--- config.mk ---
export PLATFORM = sky130hd
export DESIGN_NAME = mul_div_unit
export DESIGN_NICKNAME = d
export VERILOG_FILES = /design/src/rtl/mul_div_unit.sv
export SDC_FILE = /design/constraint.sdc
export NUM_CORES = 1
export LEC_CHECK = 0
export ABC_CLOCK_PERIOD_IN_PS = 7200
export CAP_MARGIN = 30
export CELL_PAD_IN_SITES_DETAIL_PLACEMENT = 0
export CELL_PAD_IN_SITES_GLOBAL_PLACEMENT = 1
export CORE_MARGIN = 2
export CORE_UTILIZATION = 25
export DETAILED_ROUTE_END_ITERATION = 8
export PLACE_DENSITY = 0.62
export SYNTH_ARGS = -nofsm -noshare
export SYNTH_HDL_FRONTEND = slang
export SYNTH_SLANG_ARGS = --single-unit
--- constraint.sdc ---
create_clock -name clk -period 7.2 [get_ports clk]
set_input_delay 1.08 -clock clk [delete_from_list [all_inputs] [get_ports clk]]
set_output_delay 1.08 -clock clk [all_outputs]
set_load 0.005 [all_outputs]
--- src/rtl/mul_div_unit.sv ---
// Iterative multiply/divide unit with HI/LO result registers for the EX stage.
// Define MULDIV_FAST_MUL_EN to replace the shift-add multiplier with a single-cycle one.
module mul_div_unit #(
    parameter int unsigned WIDTH = 32,
    parameter int unsigned CNT_W = 6
) (
    input  logic             clk,
    input  logic             reset,
    input  logic             start,
    input  logic [2:0]       op,
    input  logic [WIDTH-1:0] a,
    input  logic [WIDTH-1:0] b,
    output logic             busy,
    output logic             done,
    output logic             div_zero,
    output logic [WIDTH-1:0] hi,
    output logic [WIDTH-1:0] lo
);

    typedef enum logic [1:0] {StIdle, StMul, StDiv, StFin} state_e;

    localparam logic [2:0] OpMult  = 3'b000;
    localparam logic [2:0] OpMultu = 3'b001;
    localparam logic [2:0] OpDiv   = 3'b010;
    localparam logic [2:0] OpDivu  = 3'b011;
    localparam logic [2:0] OpMthi  = 3'b100;
    localparam logic [2:0] OpMtlo  = 3'b101;

    state_e             state_q, state_d;
    logic [CNT_W-1:0]   cnt_q, cnt_d;
    logic [WIDTH-1:0]   opb_q, opb_d;
    logic [WIDTH-1:0]   acc_hi_q, acc_hi_d;
    logic [WIDTH-1:0]   acc_lo_q, acc_lo_d;
    logic               neg_lo_q, neg_lo_d;
    logic               neg_hi_q, neg_hi_d;
    logic               div_zero_q, div_zero_d;
    logic [WIDTH-1:0]   hi_q, hi_d;
    logic [WIDTH-1:0]   lo_q, lo_d;

    logic               signed_op, a_neg, b_neg, last;
    logic [WIDTH-1:0]   a_mag, b_mag;
    logic [WIDTH:0]     mul_sum, div_shift;
    logic [WIDTH-1:0]   mul_hi, mul_lo, div_hi, div_lo, div_diff;
    logic               div_ge;
    logic [2*WIDTH-1:0] prod, prod_fix;
    logic [WIDTH-1:0]   quo_fix, rem_fix;
`ifdef MULDIV_FAST_MUL_EN
    logic [2*WIDTH-1:0] fast_prod, fast_fix;
`endif

    assign busy     = (state_q == StMul) || (state_q == StDiv);
    assign done     = (state_q == StFin);
    assign div_zero = div_zero_q;
    assign hi       = hi_q;
    assign lo       = lo_q;

    always_comb begin
        signed_op = (op == OpMult) || (op == OpDiv);
        a_neg     = signed_op & a[WIDTH-1];
        b_neg     = signed_op & b[WIDTH-1];
        a_mag     = a_neg ? -a : a;
        b_mag     = b_neg ? -b : b;
        last      = (cnt_q == CNT_W'(WIDTH - 1));

        // Shift-add step: acc_lo holds the unconsumed multiplier bits.
        mul_sum   = {1'b0, acc_hi_q} + (acc_lo_q[0] ? {1'b0, opb_q} : '0);
        mul_hi    = mul_sum[WIDTH:1];
        mul_lo    = {mul_sum[0], acc_lo_q[WIDTH-1:1]};

        // Restoring step: acc_lo shifts out dividend bits and shifts in quotient bits.
        div_shift = {acc_hi_q, acc_lo_q[WIDTH-1]};
        div_ge    = div_shift >= {1'b0, opb_q};
        div_diff  = div_shift[WIDTH-1:0] - opb_q;
        div_hi    = div_ge ? div_diff : div_shift[WIDTH-1:0];
        div_lo    = {acc_lo_q[WIDTH-2:0], div_ge};

        prod      = {mul_hi, mul_lo};
        prod_fix  = neg_lo_q ? -prod : prod;
        quo_fix   = neg_lo_q ? -div_lo : div_lo;
        rem_fix   = neg_hi_q ? -div_hi : div_hi;
`ifdef MULDIV_FAST_MUL_EN
        fast_prod = {{WIDTH{1'b0}}, a_mag} * {{WIDTH{1'b0}}, b_mag};
        fast_fix  = (a_neg ^ b_neg) ? -fast_prod : fast_prod;
`endif
    end

    always_comb begin
        state_d    = state_q;
        cnt_d      = cnt_q;
        opb_d      = opb_q;
        acc_hi_d   = acc_hi_q;
        acc_lo_d   = acc_lo_q;
        neg_lo_d   = neg_lo_q;
        neg_hi_d   = neg_hi_q;
        div_zero_d = div_zero_q;
        hi_d       = hi_q;
        lo_d       = lo_q;

        unique case (state_q)
            StIdle, StFin: begin
                state_d = StIdle;
                if (start) begin
                    case (op)
                        OpMult, OpMultu: begin
                            cnt_d      = '0;
                            div_zero_d = 1'b0;
                            neg_lo_d   = a_neg ^ b_neg;
                            neg_hi_d   = a_neg;
`ifdef MULDIV_FAST_MUL_EN
                            {hi_d, lo_d} = fast_fix;
                            state_d      = StFin;
`else
                            opb_d      = a_mag;
                            acc_hi_d   = '0;
                            acc_lo_d   = b_mag;
                            state_d    = StMul;
`endif
                        end
                        OpDiv, OpDivu: begin
                            cnt_d      = '0;
                            div_zero_d = 1'b0;
                            neg_lo_d   = a_neg ^ b_neg;
                            neg_hi_d   = a_neg;
                            opb_d      = b_mag;
                            acc_hi_d   = '0;
                            acc_lo_d   = a_mag;
                            state_d    = StDiv;
                        end
                        OpMthi: begin
                            hi_d       = a;
                            div_zero_d = 1'b0;
                        end
                        OpMtlo: begin
                            lo_d       = a;
                            div_zero_d = 1'b0;
                        end
                        default: ;
                    endcase
                end
            end
            StMul: begin
                acc_hi_d = mul_hi;
                acc_lo_d = mul_lo;
                cnt_d    = cnt_q + CNT_W'(1);
                if (last) begin
                    {hi_d, lo_d} = prod_fix;
                    state_d      = StFin;
                end
            end
            StDiv: begin
                acc_hi_d = div_hi;
                acc_lo_d = div_lo;
                cnt_d    = cnt_q + CNT_W'(1);
                if (last) begin
                    // Zero divisor: quotient forced to all ones, remainder is the dividend.
                    hi_d       = rem_fix;
                    lo_d       = (opb_q == '0) ? '1 : quo_fix;
                    div_zero_d = (opb_q == '0);
                    state_d    = StFin;
                end
            end
            default: state_d = StIdle;
        endcase
    end

    always_ff @(posedge clk) begin
        if (reset) begin
            state_q    <= StIdle;
            cnt_q      <= '0;
            opb_q      <= '0;
            acc_hi_q   <= '0;
            acc_lo_q   <= '0;
            neg_lo_q   <= 1'b0;
            neg_hi_q   <= 1'b0;
            div_zero_q <= 1'b0;
            hi_q       <= '0;
            lo_q       <= '0;
        end else begin
            state_q    <= state_d;
            cnt_q      <= cnt_d;
            opb_q      <= opb_d;
            acc_hi_q   <= acc_hi_d;
            acc_lo_q   <= acc_lo_d;
            neg_lo_q   <= neg_lo_d;
            neg_hi_q   <= neg_hi_d;
            div_zero_q <= div_zero_d;
            hi_q       <= hi_d;
            lo_q       <= lo_d;
        end
    end

endmodule

# == After elaboration in Yosys (flattened, before gate mapping) ==
# Index checks and enable logic that the tools add are counted.
# word_totals
regBits,171
inputBits,70
output_inout_bits,67
# classes
n_lt_le_gt_ge,1
reduce_logical,20
eq_ne,18
n_addsub,8
muxes,36
n_bitwise,3
# op_table
op,count
2-to-1 mux 32 bit,18
one-hot mux 32 bit (3 select lines),4
negator 32 bit,4
one-hot mux 32 bit (2 select lines),2
2-to-1 mux 64 bit,1
negator 64 bit,1
adder 32 x 32 -> 33 bit,1
greater-or-equal comparator 33 x 32 -> 1 bit,1
zero test 32 bit,1
subtractor 32 bit,1
2-to-1 mux 6 bit,2
one-hot mux 6 bit (2 select lines),1
AND reduction 4 bit,3
!= test 2 bit (second input constant),5
one-hot mux 2 bit (2 select lines),2
OR reduction 2 bit,4
adder 6 x 1 -> 6 bit (second input constant),1
equality test 3 x 2 -> 1 bit (second input constant),2
equality test 3 bit (second input constant),2
equality test 6 x 5 -> 1 bit (second input constant),1
!= test 2 x 1 -> 1 bit (second input constant),3
AND reduction 3 bit,2
OR reduction 6 bit,1
equality test 2 bit (second input constant),2
other kinds (14),21

# == Logic depth before layout (Yosys ltp) ==
# Gate-level depths: netlist of the first run.
# depth
word_depth,7
mapped_depth,23
depth_no_buf,18

# == Worst setup path after synthesis of the first run ==
# Ideal clock, no wire load.
# synth_path
path_type,reg2reg
start,register opb_q[26]
end,"register hi_q[20], in the netlist hi[20]"
arrival_ns,5.419
period_less_slack_ns,5.537
path_slack_ns,1.663
path_stages_with_launch,22
n_path_buf,4
t_required_ns,7.083
cell_sequence,dfxtp_1 inv_1 ha_1 clkbuf_1 nand4_1 nor3_1 nand2_1 or2_2 clkbuf_1 nand3_1 clkbuf_1 clkbuf_1 mux2i_1 ha_1 or4bb_1 nor2_1 a32oi_1 a211o_1 o31ai_1 xnor2_1 a221o_1 a32o_1
# synth_via
elab_chain_cells,6
# synth_lines
element,line,text
"start, declared",31,"logic [WIDTH-1:0] opb_q, opb_d;"
"start signal, assigned",181,opb_q <= opb_d;
greater-or-equal comparator 33 x 32 -> 1 bit *,72,"div_ge = div_shift >= {1'b0, opb_q};"
2-to-1 mux 32 bit *,74,div_hi = div_ge ? div_diff : div_shift[WIDTH-1:0];
negator 32 bit,80,rem_fix = neg_hi_q ? -div_hi : div_hi;
2-to-1 mux 32 bit *,80,
2-to-1 mux 32 bit *,154,if (last) begin
one-hot mux 32 bit (3 select lines) *,99,unique case (state_q)
"end signal, assigned",187,hi_q <= hi_d;
"end, declared",37,"logic [WIDTH-1:0] hi_q, hi_d;"
# Every way passes the cells marked *; elsewhere a longest branch is shown, timed or not. The select of a mux whose other input is x is not followed.
# A chain may end at the register's enable or synchronous reset.

# == Final worst setup path of the first run ==
# layout_path
start,register acc_hi_q[3]
end,"register lo_q[18], in the netlist lo[18]"
# layout_via
elab_chain_cells,6
# layout_lines
element,line,text
"start, declared",32,"logic [WIDTH-1:0] acc_hi_q, acc_hi_d;"
"start signal, assigned",182,acc_hi_q <= acc_hi_d;
greater-or-equal comparator 33 x 32 -> 1 bit,72,
negator 32 bit,79,quo_fix = neg_lo_q ? -div_lo : div_lo;
2-to-1 mux 32 bit,79,
2-to-1 mux 32 bit,157,lo_d = (opb_q == '0) ? '1 : quo_fix;
2-to-1 mux 32 bit,154,
one-hot mux 32 bit (3 select lines),99,
"end signal, assigned",188,lo_q <= lo_d;
"end, declared",38,"logic [WIDTH-1:0] lo_q, lo_d;"
# No other way between the ends. The select of a mux whose other input is x is not followed.

==> metrics.yaml, run 1 <==
status:
  status: "finished clean"
clock_network:
  clockBufferDepth: 2
  cts_root_buf: "clkbuf_16"
  cts_sinks: 171
  post_cts_buffers: 0
  cts_repair_resize_count: 0
  tritoncts: "built"
  htree_levels: 4
  clk-insertion-delay-late_ns: 0.48
  cts_buffers: 17
  clk_transition_reported_paths_ns: 0.07
  holdBufCountCts: 0
synth:
  ys_seq_area_share_pct: 19.15
  synth_top_family_by_area: "compound AO/OA/AOI/OAI gates"
  synth-compound-area-share_pct: 32.12
  synthFlopType: "dfxtp_1"
  syn_inst: 2561
  async_flop_share_pct: 0
  synthMuxAreaShare_pct: 1.484
  ys_ff_latch: 171
  synth-simple-area-share_pct: 24.16
  synth_nets: 2706
  synth_adder_area_share_pct: 5.335
  avgSynthCellArea_um2: 6.979
  yosys_warnings: 0
  synth_edf_count: 0
  synth_area_um2: 17870
  ys_types: 98
  synth_xor_area_share_pct: 10.19
timing:
  clock_skew_ns: 0.01684
  max_freq_mhz: 161.8
  setup_tns_ns: 0
  maxSlewHeadroom_pct: 10.82
  rsz0062_at_grt: "false"
  finalCritPeriodShare_pct: 85.86
  fin_crit_ns: 6.182
  drv_slew: 0
  hold_viol_final: 0
  tightest_slew_ns: 1.338
  setup_viol: 0
min_path:
  hold_depth: 2
  worst_hold_path_type: "reg2reg"
run:
  maxCapViolations: 0
power:
  leakage_nw: 7.275
  p_total_mw: 3.488
  ir_drop_mv: 0.1246
  power_density_nw_per_um2: 172.0
die:
  num_rows: 98
  start_util_pct: 25.13
  coreArea_um2: 71120
  die_area_um2: 73640
  ios: 137
  die-width_um: 271.4
  fp.dieH_um: 271.4
global_route:
  grt-busiest-layer: "met2"
  globalRoute.totalOverflow: 0
  grt_use_total_pct: 22.83
  use_met3_pct: 2.733
  use_met1_pct: 32.07
  grt_pass1_vias: 18790
  grt_antenna_before_repair: 1
  grt_pass1_wl_mm: 127.2
  grt_max_degree: 74
  grt_use_met2_pct: 35.90
routing:
  first_iter_violations: 2210
  firstDrtPassIters: 7
  ant_nets: 0
  viasPerCell: 5.738
  wl_per_cell_um: 24.81
  routed_wl_mm: 87.17
  drcViolationCount: 0
  vias: 20160
critical_path:
  r2r_slack_ns: 1.02
  cp-end-kind: "register"
  cp_max_fo: 40
  critPathRequiredTime_ns: 7.60
  cp_data_arrival_time_ns: 6.58
  worstSetupPathType: "reg2reg"
  rr_worst_depth: 18
  worst_setup_path_start_kind: "register"
placed_design:
  dpl.hpwl_mm: 68.75
  port_buffers: 136
  place.gp.congestion: 0.9827
cells_and_area:
  area_growth_pct: 13.49
  antenna_cells: 0
  layout_common_cells: "nand2_1 (309), nor2_1 (268), a21oi_1 (258)"
  drive_gt1_share_pct: 4.955
  layout_commonest_cell: "nand2_1"
  layout.nets: 2695
-- synthesized netlist by cell type, types with 20 or more instances --
cell      instances  share of area [%]
nand2_1         310                6.5
nor2_1          268                5.6
a21oi_1         261                7.3
o21ai_0         183                5.1
dfxtp_1         171                 19
clkbuf_1        156                3.3
xnor2_1         136                6.7
inv_1            74                1.6
ha_1             73                5.1
xor2_1           72                3.5
nand3_1          57                1.6
nor3_1           57                1.6
o211ai_1         52                2.2
a22oi_1          45                1.9
o31ai_1          36                1.5
nand2b_1         33                1.2
nand4_1          32                1.1
or3_1            31                1.1
a211oi_1         30                1.3
nor4_1           29                1.0
a21o_1           28                1.2
o221ai_1         27                1.3
mux2i_1          22                1.2
a222oi_1         21                1.2
a31oi_1          20               0.70
-- worst paths after layout --
path	endpoint	from
min reg2reg	hi[9]	hi[9]
min	hi[9]	hi[9]
max	lo[18]	acc_hi_q[3]
max reg2reg	lo[18]	acc_hi_q[3]
-- critical path, stage by stage, from the launching register on --
cell and delay [ns]:
dfxtp_1 0.54, ha_1 0.40, a21oi_1 0.33, nand2_1 0.15, o21ai_0 0.71, a31o_2 0.44, nand3_2 0.23, buf_4 0.38
inv_2 0.41, ha_1 0.45, inv_1 0.22, o21ai_0 0.29, o21ai_0 0.37, a21oi_1 0.26, xnor2_1 0.14, o21ai_0 0.10
a211oi_1 0.44, a21oi_1 0.07, nor2_1 0.09
-- registers in the layout (all words and copies together), names as in the netlist, 2 cells and up --
name      count
acc_hi_q     32
acc_lo_q     32
cnt_q         6
hi           32
lo           32
opb_q        32
state_q       2
-- per-layer routing --
metal	routed length (um)	share of wire, %	vias to the layer above
met5	0	0	-
met4	2911	3.3	0
met3	5666	6.5	120
met2	38790	45	872
met1	39800	46	9817
li1	-	-	9348
-- cells by family after synthesis --
kind of cell / count (synthesis)
buf+inv: 281
flops: 171
mux: 26
xor+xnor: 208
compound gates: 877
simple gates: 923
fa+ha+maj: 75
-- final cells by class --
| type | instances | area (um2) |
|---|---|---|
| clock buffer | 18 | 429.2 |
| tap | 950 | 1189 |
| inverter | 80 | 300.3 |
| fill | 7960 | 50840 |
| sequential | 171 | 3425 |
| timing repair buffer | 171 | 1625 |
| clock inverter | 14 | 156.4 |
| multi-input combinational | 2109 | 13160 |
-- metrics by stage --
| step | setup slack, ns | std cells | utilization, % | hold WS, ns | area (um2) |
|---|---|---|---|---|---|
| floorplan | 1.663 | 2561 | - | 0.4446 | 17870 |
| global placement | 1.232 | 3479 | 27.67 | 0.4469 | 19680 |
| detailed placement | 1.246 | 3480 | 27.69 | 0.4525 | 19690 |
| CTS | 1.198 | 3512 | 28.51 | 0.4628 | 20280 |
| global route | 0.7299 | 3513 | 28.52 | 0.4730 | 20280 |
| finish | 1.018 | 3513 | 28.52 | 0.4618 | 20280 |
-- where the power goes --
part / total [mW] / internal (mW) / switching (mW)
registers: 1.08 / 1.00 / 0.0816
logic: 1.42 / 0.467 / 0.955
clock network: 0.983 / 0.492 / 0.491
Power figures use the tool's default switching activity.
==> inputs of run 2 (changes only) <==
- REMOVE_ABC_BUFFERS: unset -> 1
==> run 2 against run 1 <==
  * Hold slack worse by 0.0071 ns
  * Die area unchanged
  * Cell count about the same
  * Sequential share of layout area about the same
  * Wire length down 4.2%
  * Core utilization about the same
  * Largest cell class unchanged
  * Highest routed layer unchanged
==> metrics.yaml, run 2 (synthesis results as in run 1) <==
global_route:
  grt_use_total_pct: 21.91  # -0.92 points
  grt_pass1_wl_mm: 123.5  # -3.0%
  grt_max_degree: 72  # -2.7%
  globalRoute.totalOverflow: 0  # unchanged
  grt_antenna_before_repair: 2  # +1
  grt_pass1_vias: 18860  # +0.40%
die:
  start_util_pct: 25.13  # unchanged
  die-width_um: 271.4  # unchanged
  num_rows: 98  # unchanged
  fp.dieH_um: 271.4  # unchanged
  ios: 137  # unchanged
  coreArea_um2: 71120  # unchanged
  die_area_um2: 73640  # unchanged
placed_design:
  port_buffers: 136  # unchanged
  pre_cts_slack_ns: 1.446  # +0.1997 ns
  place.gp.congestion: 0.8942  # -9.0%
  dp_cells: 3478  # -0.057%
  dpl.hpwl_mm: 64.53  # -6.1%
timing:
  holdWs_ns: 0.4548  # -0.007061 ns
  setup_viol: 0  # unchanged
  maxSlewHeadroom_pct: 28.31  # +17 points
  max_freq_mhz: 170.5  # +5.4%
  fin_crit_ns: 5.864  # -0.3187 ns
  rsz0062_at_grt: "false"
  hold_viol_final: 0  # unchanged
  finalCritPeriodShare_pct: 81.44  # -4.4 points
  clock_skew_ns: 0.01291  # -0.003926 ns
  fin_ws_ns: 1.336  # +0.3187 ns
  setup_tns_ns: 0  # unchanged
  drv_slew: 0  # unchanged
  tightest_slew_ns: 1.069  # -0.2688 ns
cells_and_area:
  final_core_util_pct: 28.52  # about the same
  area_growth_pct: 13.50  # about the same
  layout.nets: 2693  # -0.074%
  layout_commonest_cell: "nand2_1"
  drive_gt1_share_pct: 4.883  # -0.072 points
  layout_common_cells: "nand2_1 (309), nor2_1 (268), a21oi_1 (258)"
  final_cells: 3511  # -0.057%
clock_network:
  cts_repair_resize_count: 0  # unchanged
  post_cts_buffers: 0  # unchanged
  tritoncts: "built"
  cts_sinks: 171  # unchanged
  clockBufferDepth: 2  # unchanged
  holdBufCountCts: 0  # unchanged
  cts_root_buf: "clkbuf_16"
  cts_buffers: 17  # unchanged
  clk-insertion-delay-late_ns: 0.47  # about the same
  clk_transition_reported_paths_ns: 0.08  # about the same
  htree_levels: 4  # unchanged
critical_path:
  worst_setup_path_start_kind: "register"
  critPathRequiredTime_ns: 7.54  # -0.06 ns
  cp_max_fo: 42  # +5.0%
  path_cells: "inv_1, ha_1, a21oi_1, nand2_1, o21ai_0, a31o_2, nand3_2, buf_4, inv_2, ha_1, inv_1, o21ai_0, o21ai_0, a21oi_1, xnor2_1, o21ai_0, o21ai_0, o211ai_1, a21oi_1"
  cp-end-kind: "register"
  worstSetupPathType: "reg2reg"
  cp_common_cell: "o21ai_0"
  critical-path-max-stage-delay_ns: 0.63  # -0.08 ns
  cp_data_arrival_time_ns: 6.20  # -0.38 ns
  cpMaxStageDelayCell: "inv_2"
routing:
  vias: 19970  # -0.92%
  viasPerCell: 5.688  # -0.86%
  firstDrtPassIters: 7  # unchanged
  ant_nets: 0  # unchanged
  routed_wl_mm: 83.47  # -4.2%
  wl_per_cell_um: 23.77  # -4.2%
  first_iter_violations: 1810  # -18%
  drcViolationCount: 0  # unchanged
power:
  internal_power_mw: 2.015  # +2.8%
  p_sw_share_pct: 41.64  # -2.2 points
  pwr-share-comb_pct: 40.1  # -0.7 points
  seqPwrFrac_pct: 31.1  # about the same
  ir_drop_mv: 0.1729  # +39%
  power_density_nw_per_um2: 170.2  # -0.99%
  leakage_nw: 7.272  # about the same
  power_frac_clock_pct: 28.7  # +0.5 points
  power.net_switching_mw: 1.438  # -5.9%
run:
  maxCapViolations: 0  # unchanged
status:
  status: "finished clean"
min_path:
  worst_hold_path_type: "reg2reg"
## run 2: final timing paths
kind | start | end | slack (ns) | depth (start not counted)
max | opb_q[4] | lo[22] | 1.34 | 19
min | lo[23] | lo[23] | 0.45 | 2
max reg2reg | opb_q[4] | lo[22] | 1.34 | 19
min reg2reg | lo[23] | lo[23] | 0.45 | 2
## run 2: area by class of cell
| cell class | instances | area (um2) |
|---|---|---|
| fill | 7920 | 50830 |
| multi-input combinational | 2109 | 13160 |
| sequential | 171 | 3425 |
| timing repair buffer | 169 | 1608 |
| tap | 950 | 1189 |
| clock buffer | 22 | 484.2 |
| inverter | 80 | 300.3 |
| clock inverter | 9 | 113.9 |
| antenna | 1 | 2.502 |
## run 2: stage by stage
step / area (um2) / power [mW]
2_1_floorplan: 16820 / 1.880
3_3_place_gp: 19670 / 2.454
3_5_place_dp: 19680 / 2.454
4_1_cts: 20270 / 3.455
5_1_grt: 20280 / 3.609
6_report: 20280 / 3.453
## run 2: power groups by stage
stage,registers [mW],clock network [mW],logic (mW)
floorplan,1.07,0,0.812
global placement,1.10,0,1.36
detailed placement,1.10,0,1.36
CTS,1.07,1.01,1.37
global route,1.08,1.05,1.48
finish,1.08,0.993,1.39
## run 2: metal layers
layer,GRT usage (%),part of all wire [%]
met1,30.19,46
met2,36.23,46
met3,2.326,5.2
met4,5.813,2.3
met5,0,0
## run 2: worst max-delay path: cells and delay by family, from the launching register on
| family | cells | cell delay (ns) |
|---|---|---|
| xor gates and xnor gates | 1 | 0.09 |
| buffers and inverters | 4 | 1.29 |
| DFF | 1 | 0.36 |
| adders and majority gates | 2 | 0.89 |
| and+or+nand+nor | 2 | 0.36 |
| AOI/OAI and AO/OA | 10 | 2.72 |
